===== src/rtl/pipelined_prefix_adder_if.sv =====
// pipelined_prefix_adder_if
// Carries the operand-side and result-side handshakes of the pipelined
// prefix adder.
//   master : the operand source and result consumer (drives operands, out_ready)
//   slave  : the adder itself (drives in_ready and the result)
// Signals:
//   in_valid/in_ready    operand handshake
//   A, B                 operands, N bits
//   op                   0 = add, 1 = subtract
//   cin                  carry-in, used in add mode only
//   out_valid/out_ready  result handshake
//   S, cout, ovf         sum/difference, carry out of the top bit, signed overflow
interface pipelined_prefix_adder_if #(
  parameter int N = 32
) ();
  logic         in_valid;
  logic         in_ready;
  logic [N-1:0] A;
  logic [N-1:0] B;
  logic         op;
  logic         cin;
  logic         out_valid;
  logic         out_ready;
  logic [N-1:0] S;
  logic         cout;
  logic         ovf;

  modport master (
    output in_valid, A, B, op, cin, out_ready,
    input  in_ready, out_valid, S, cout, ovf
  );

  modport slave (
    input  in_valid, A, B, op, cin, out_ready,
    output in_ready, out_valid, S, cout, ovf
  );
endinterface


===== src/rtl/pipelined_prefix_adder.sv =====
// pipelined_prefix_adder
// Three-stage Kogge-Stone adder/subtractor with a valid/ready handshake.
//   stage 1: bitwise propagate/generate of A and the (possibly inverted) B
//   stage 2: parallel-prefix carry tree, all levels combinational
//   stage 3: sum, carry-out and signed overflow
// Ports:
//   clk    rising-edge clock
//   rst_n  asynchronous active-low reset
//   bus    pipelined_prefix_adder_if.slave (operands, op, cin, result, handshakes)
// Optional build macro PREFIX_ADDER_SAT_EN: saturate the signed result when
// ovf = 1 (ovf and cout still reported unchanged). Undefined: S wraps mod 2^N.
module pipelined_prefix_adder #(
  parameter int N = 32
) (
  input  logic                            clk,
  input  logic                            rst_n,
  pipelined_prefix_adder_if.slave         bus
);

  localparam int LEVELS = $clog2(N);

  logic         adv;
  logic [N-1:0] b_eff;

  logic         v1_q, v1_d;
  logic [N-1:0] g1_q, g1_d;
  logic [N-1:0] p1_q, p1_d;
  logic         c01_q, c01_d;

  logic         v2_q, v2_d;
  logic [N-1:0] c2_q, c2_d;
  logic [N-1:0] p2_q, p2_d;
  logic         c02_q, c02_d;

  logic         out_valid_q, out_valid_d;
  logic [N-1:0] s_q, s_d;
  logic         cout_q, cout_d;
  logic         ovf_q, ovf_d;

  logic [N-1:0] g_tree, p_tree, g_next, p_next;
  logic [N-1:0] sum_w;
  logic         ovf_w;

`ifdef PREFIX_ADDER_SAT_EN
  logic         a_sign1_q, a_sign1_d;
  logic         a_sign2_q, a_sign2_d;
`endif

  // Advance is global: a stalled result freezes every stage, bubbles included.
  assign adv          = !out_valid_q || bus.out_ready;
  assign bus.in_ready = adv;
  assign bus.out_valid = out_valid_q;
  assign bus.S        = s_q;
  assign bus.cout     = cout_q;
  assign bus.ovf      = ovf_q;

  assign b_eff = bus.op ? ~bus.B : bus.B;

  always_comb begin
    v1_d  = v1_q;
    g1_d  = g1_q;
    p1_d  = p1_q;
    c01_d = c01_q;
`ifdef PREFIX_ADDER_SAT_EN
    a_sign1_d = a_sign1_q;
`endif
    if (adv) begin
      v1_d  = bus.in_valid && adv;
      g1_d  = bus.A & b_eff;
      p1_d  = bus.A ^ b_eff;
      c01_d = bus.op ? 1'b1 : bus.cin;
`ifdef PREFIX_ADDER_SAT_EN
      a_sign1_d = bus.A[N-1];
`endif
    end
  end

  // Carry-in folds into bit 0's generate, so group G[i:0] is directly the
  // carry out of bit i. Each level reads only the previous level's values.
  always_comb begin
    g_tree    = g1_q;
    p_tree    = p1_q;
    g_tree[0] = g1_q[0] | (p1_q[0] & c01_q);
    g_next    = g_tree;
    p_next    = p_tree;
    for (int k = 0; k < LEVELS; k++) begin
      g_next = g_tree;
      p_next = p_tree;
      for (int i = (1 << k); i < N; i++) begin
        g_next[i] = g_tree[i] | (p_tree[i] & g_tree[i-(1<<k)]);
        p_next[i] = p_tree[i] & p_tree[i-(1<<k)];
      end
      g_tree = g_next;
      p_tree = p_next;
    end
  end

  always_comb begin
    v2_d  = v2_q;
    c2_d  = c2_q;
    p2_d  = p2_q;
    c02_d = c02_q;
`ifdef PREFIX_ADDER_SAT_EN
    a_sign2_d = a_sign2_q;
`endif
    if (adv) begin
      v2_d  = v1_q;
      c2_d  = g_tree;
      p2_d  = p1_q;
      c02_d = c01_q;
`ifdef PREFIX_ADDER_SAT_EN
      a_sign2_d = a_sign1_q;
`endif
    end
  end

  assign sum_w = p2_q ^ {c2_q[N-2:0], c02_q};
  assign ovf_w = c2_q[N-1] ^ c2_q[N-2];

  always_comb begin
    out_valid_d = out_valid_q;
    s_d         = s_q;
    cout_d      = cout_q;
    ovf_d       = ovf_q;
    if (adv) begin
      out_valid_d = v2_q;
      s_d         = sum_w;
      cout_d      = c2_q[N-1];
      ovf_d       = ovf_w;
`ifdef PREFIX_ADDER_SAT_EN
      if (ovf_w) begin
        s_d = a_sign2_q ? {1'b1, {(N-1){1'b0}}} : {1'b0, {(N-1){1'b1}}};
      end
`endif
    end
  end

  always_ff @(posedge clk or negedge rst_n) begin
    if (!rst_n) begin
      v1_q        <= 1'b0;
      g1_q        <= '0;
      p1_q        <= '0;
      c01_q       <= 1'b0;
      v2_q        <= 1'b0;
      c2_q        <= '0;
      p2_q        <= '0;
      c02_q       <= 1'b0;
      out_valid_q <= 1'b0;
      s_q         <= '0;
      cout_q      <= 1'b0;
      ovf_q       <= 1'b0;
`ifdef PREFIX_ADDER_SAT_EN
      a_sign1_q   <= 1'b0;
      a_sign2_q   <= 1'b0;
`endif
    end else begin
      v1_q        <= v1_d;
      g1_q        <= g1_d;
      p1_q        <= p1_d;
      c01_q       <= c01_d;
      v2_q        <= v2_d;
      c2_q        <= c2_d;
      p2_q        <= p2_d;
      c02_q       <= c02_d;
      out_valid_q <= out_valid_d;
      s_q         <= s_d;
      cout_q      <= cout_d;
      ovf_q       <= ovf_d;
`ifdef PREFIX_ADDER_SAT_EN
      a_sign1_q   <= a_sign1_d;
      a_sign2_q   <= a_sign2_d;
`endif
    end
  end

endmodule

===== src/flat_wrapper.sv =====
// flat-port wrapper written by rule: the top's interface ports become plain ports
module pipelined_prefix_adder_flat 
#(
  parameter int N = 32
)
  (clk, rst_n, bus_in_valid, bus_A, bus_B, bus_op, bus_cin, bus_out_ready, bus_in_ready, bus_out_valid, bus_S, bus_cout, bus_ovf);
  pipelined_prefix_adder_if #(.N(N)) bus_i ();
  input  logic clk;
  input  logic rst_n;
  input wire logic [$bits(bus_i.in_valid)-1:0] bus_in_valid;
  input wire logic [$bits(bus_i.A)-1:0] bus_A;
  input wire logic [$bits(bus_i.B)-1:0] bus_B;
  input wire logic [$bits(bus_i.op)-1:0] bus_op;
  input wire logic [$bits(bus_i.cin)-1:0] bus_cin;
  input wire logic [$bits(bus_i.out_ready)-1:0] bus_out_ready;
  output wire logic [$bits(bus_i.in_ready)-1:0] bus_in_ready;
  output wire logic [$bits(bus_i.out_valid)-1:0] bus_out_valid;
  output wire logic [$bits(bus_i.S)-1:0] bus_S;
  output wire logic [$bits(bus_i.cout)-1:0] bus_cout;
  output wire logic [$bits(bus_i.ovf)-1:0] bus_ovf;
  assign bus_i.in_valid = bus_in_valid;
  assign bus_i.A = bus_A;
  assign bus_i.B = bus_B;
  assign bus_i.op = bus_op;
  assign bus_i.cin = bus_cin;
  assign bus_i.out_ready = bus_out_ready;
  assign bus_in_ready = bus_i.in_ready;
  assign bus_out_valid = bus_i.out_valid;
  assign bus_S = bus_i.S;
  assign bus_cout = bus_i.cout;
  assign bus_ovf = bus_i.ovf;
  pipelined_prefix_adder #(.N(N)) u_core (.clk(clk), .rst_n(rst_n), .bus(bus_i));
endmodule

===== config.mk =====
export PLATFORM = sky130hd
export DESIGN_NAME = pipelined_prefix_adder_flat
export DESIGN_NICKNAME = d
export VERILOG_FILES = /design/src/rtl/pipelined_prefix_adder_if.sv /design/src/rtl/pipelined_prefix_adder.sv /design/src/flat_wrapper.sv
export SDC_FILE = /design/constraint.sdc
export NUM_CORES = 1
export LEC_CHECK = 0
export ABC_AREA = 1
export CAP_MARGIN = 5
export CORE_MARGIN = 5
export CORE_UTILIZATION = 60
export DETAILED_ROUTE_END_ITERATION = 10
export GPL_TIMING_DRIVEN = 0
export PLACE_DENSITY = 0.85
export SLEW_MARGIN = 30
export SYNTH_ARGS = -nofsm -noshare
export SYNTH_HDL_FRONTEND = slang
export SYNTH_SLANG_ARGS = --single-unit

===== constraint.sdc =====
create_clock -name clk -period 3.5 [get_ports clk]
set_input_delay 0.35 -clock clk [delete_from_list [all_inputs] [get_ports clk]]
set_output_delay 0.35 -clock clk [all_outputs]
set_load 0.005 [all_outputs]

==> metrics <==
status finished clean; maximum vdd drop 411 µV; FFs w/ async S/R, synth 1.00; total setup buffers inserted after CTS 0; Max Freq 397 MHz; CTS Buf Count 17; DRT met1 WL 10,400 µm; FF/Latch Area 0.00418 mm²; Synthesized Nets 1,093; gpl congestion 0.989; Final min period 2520 ps; pin count of the biggest net entering global routing 95; RSZ-0062 raised after global routing false; Sequential Power Share 0.415; CTS tree built; reg2reg path depth 6; post-synth cell types 40; Via Count 7,351; CTS resizes 0; Sw Share 0.375; Final Max Tran Viols 0; CTS max path bufs 2; Max Cap Viol 0; Final Util 0.742; synth cell count leaders nand2_1, dfrtp_1, o21ai_0; Reg2Reg Capture Point u_core.g1_q[9]$_DFFE_PN0N_; Clk pwr share 0.225; DP Wirelength 17,900 µm; CP endpoint kind output pin; met3 routed WL 2250 µm; Syn Inst Count 991; met2 routed WL 10,700 µm; Core ar. 0.0138 mm²; r2r startpoint u_core.bus.out_valid$_DFFE_PN0N_; antenna violations before repair 0; drt initial violations 660; vias in the first global route 7,035; flops & latches, synth 167; number of I/O pins 106; dominant cell type by area after synthesis dfrtp_1; Yosys warnings 0; layout cell share with drive strength beyond 1 0.0746; ANT nets after route 0; DRC Markers 0; Die W 128 µm; most common cell in the netlist nand2_1; root buffer cell clkbuf_16; GR Util All Layers 0.304; CTS clock-pin slew for the worst setup and hold paths 60 ps; Cell Area, Synth 0.00838 mm²; Req. time, crit path 3150 ps; CTS Sinks 167; Multi-input gate area 0.00375 mm²; Worst Hold Class primary input to flip-flop; Synth top area share 0.499; Placed Area 0.00968 mm²; crit path max fanout 10; nets@finish 1,218; Worst setup endpoint bus_in_ready; critical path type flip-flop to output pin; r2r setup slk 1660 ps; internal power 4.87 mW; DR top layer met4; WL per Instance 18.3 µm; Combinational Power Share 0.360; Slew headroom 0.526; Ant. Diodes 0; Max Clock Skew 6.64 ps; Synth Flop Type dfrtp_1; final period utilization 0.721; register area share after synthesis 0.499; port bufs 104; Rows 43; Final setup violation count 0; leakage power 4.81 nW; power after layout 7.79 mW; P&R area growth vs syn 22.0%; CTS HTree Levels 4; Post-synth EDFFs 0; grt ovf 0; Cell Pwr Density 762 mW/mm²; setup_tns 0 ps; Post-Syn Area per Cell 8.46 µm²; Initial Util 0.608; Switch Pwr 2.92 mW; First-pass DRT Iterations 9; Critical Path Start u_core.bus.out_valid$_DFFE_PN0N_; Critical Path Start Type flip-flop; drt total wl 23,900 µm; Final Instance Area 0.0102 mm²; top post-synthesis cells by area dfrtp_1, nand2_1, o21ai_0, ha_1, xnor2_1; crit path DAT 2170 ps; final hold violation count 0; Worst Tran Pin Value 710 ps; die height 128 µm; Die ar. 0.0164 mm²; DR vias/cell 5.63; first-pass GRT wire length 37,900 µm; clk_lat worst skew 430 ps; Filler cells 1,078
==> layout by cell type (no fill, tap or decap), types with 3 or more instances in the layout <==
cell type	instances
o21ai_0	96
nand3_2	4
nand2_2	11
o21ai_1	34
clkdlybuf4s50_1	103
nand2_1	308
a21boi_1	4
nor4_1	3
ha_1	32
nor3_1	11
clkbuf_16	17
inv_2	3
nand3_1	22
dfrtp_1	167
inv_1	64
o21bai_1	5
a31oi_1	7
buf_2	26
xnor2_1	33
a21oi_1	36
o21ai_2	3
clkbuf_1	16
nor2_1	53
xor2_1	32
==> critical path, stage by stage, from the launching register on <==
cell,delay [ps]
dfrtp_1,390
inv_1,90
nor2_4,90
inv_2,90
buf_6,150
buf_2,350
clkdlybuf4s50_1,580
==> power by group through the flow <==
| stage | registers, mW | logic [mW] | clock network [mW] |
|---|---|---|---|
| after floorplan | 3.12 | 1.58 | 0 |
| after global placement | 3.21 | 2.66 | 0 |
| after detailed placement | 3.24 | 2.74 | 0 |
| after CTS | 3.22 | 2.79 | 1.75 |
| after global routing | 3.32 | 3.09 | 1.84 |
| final | 3.24 | 2.80 | 1.75 |
==> sequential cells by signal, summed over array words and instances, names as in the netlist <==
register              flops
u_core.bus.out_valid      1
u_core.c01_q              1
u_core.v2_q               1
u_core.v1_q               1
u_core.c2_q              32
u_core.bus.cout           1
u_core.bus.ovf            1
u_core.c02_q              1
u_core.p2_q              32
u_core.bus.S             32
u_core.g1_q              32
u_core.p1_q              32
==> worst min-delay path by stage <==
stage,startpoint,end,slack [ps],cells past startpoint
2_1_floorplan,rst_n,u_core.bus.S[0]$_DFFE_PN0N_,50,0
3_3_place_gp,u_core.v2_q$_DFFE_PN0N_,u_core.bus.out_valid$_DFFE_PN0N_,440,2
3_5_place_dp,rst_n,u_core.g1_q[7]$_DFFE_PN0N_,350,1
4_1_cts,bus_op,u_core.c01_q$_DFFE_PN0N_,370,3
5_1_grt,bus_op,u_core.c01_q$_DFFE_PN0N_,380,3
6_report,bus_op,u_core.c01_q$_DFFE_PN0N_,370,3
==> per-stage QoR <==
stage | hold WS (ps) | setup WS (ps) | cells
5_1_grt | 377 | 911 | 1306
2_1_floorplan | 54.4 | 2130 | 991
3_5_place_dp | 351 | 1040 | 1276
6_report | 373 | 978 | 1306
4_1_cts | 370 | 1000 | 1306
3_3_place_gp | 438 | -4360 | 1275
==> logic make-up (layout without fill, tap and decap cells) <==
group	Yosys count	in the layout	synth area share
adders and majority gates	32	32	0.0478
DFF	167	167	0.499
xor gates and xnor gates	65	65	0.0679
AOI/OAI and AO/OA	191	191	0.122
buffers and inverters	108	243	0.0536
and+or+nand+nor	427	427	0.209
muxes	1	1	0.00119
==> layer usage <==
layer | track usage | up-vias
li1 | - | 3431
met1 | 0.443 | 3539
met3 | 0.0621 | 45
met2 | 0.463 | 336
met5 | 0 | -
met4 | 0.0918 | 0
==> layout make-up <==
class	instances	share of cell area
Tap cell	180	0.0220
Clock inverter	6	0.00673
Timing Repair Buffer	106	0.106
Inverter	67	0.0246
Multi-Input combinational cell	716	0.367
Buffer	41	0.0193
Sequential cell	167	0.409
Clock buffer	23	0.0458
==> what timing repair did <==
item                                    in CTS  in global routing
hold buffers                                 1                  0
endpoints found under the setup margin       0                  0
endpoints found under the hold margin       73                  0
(Power assumes the default switching activity.)
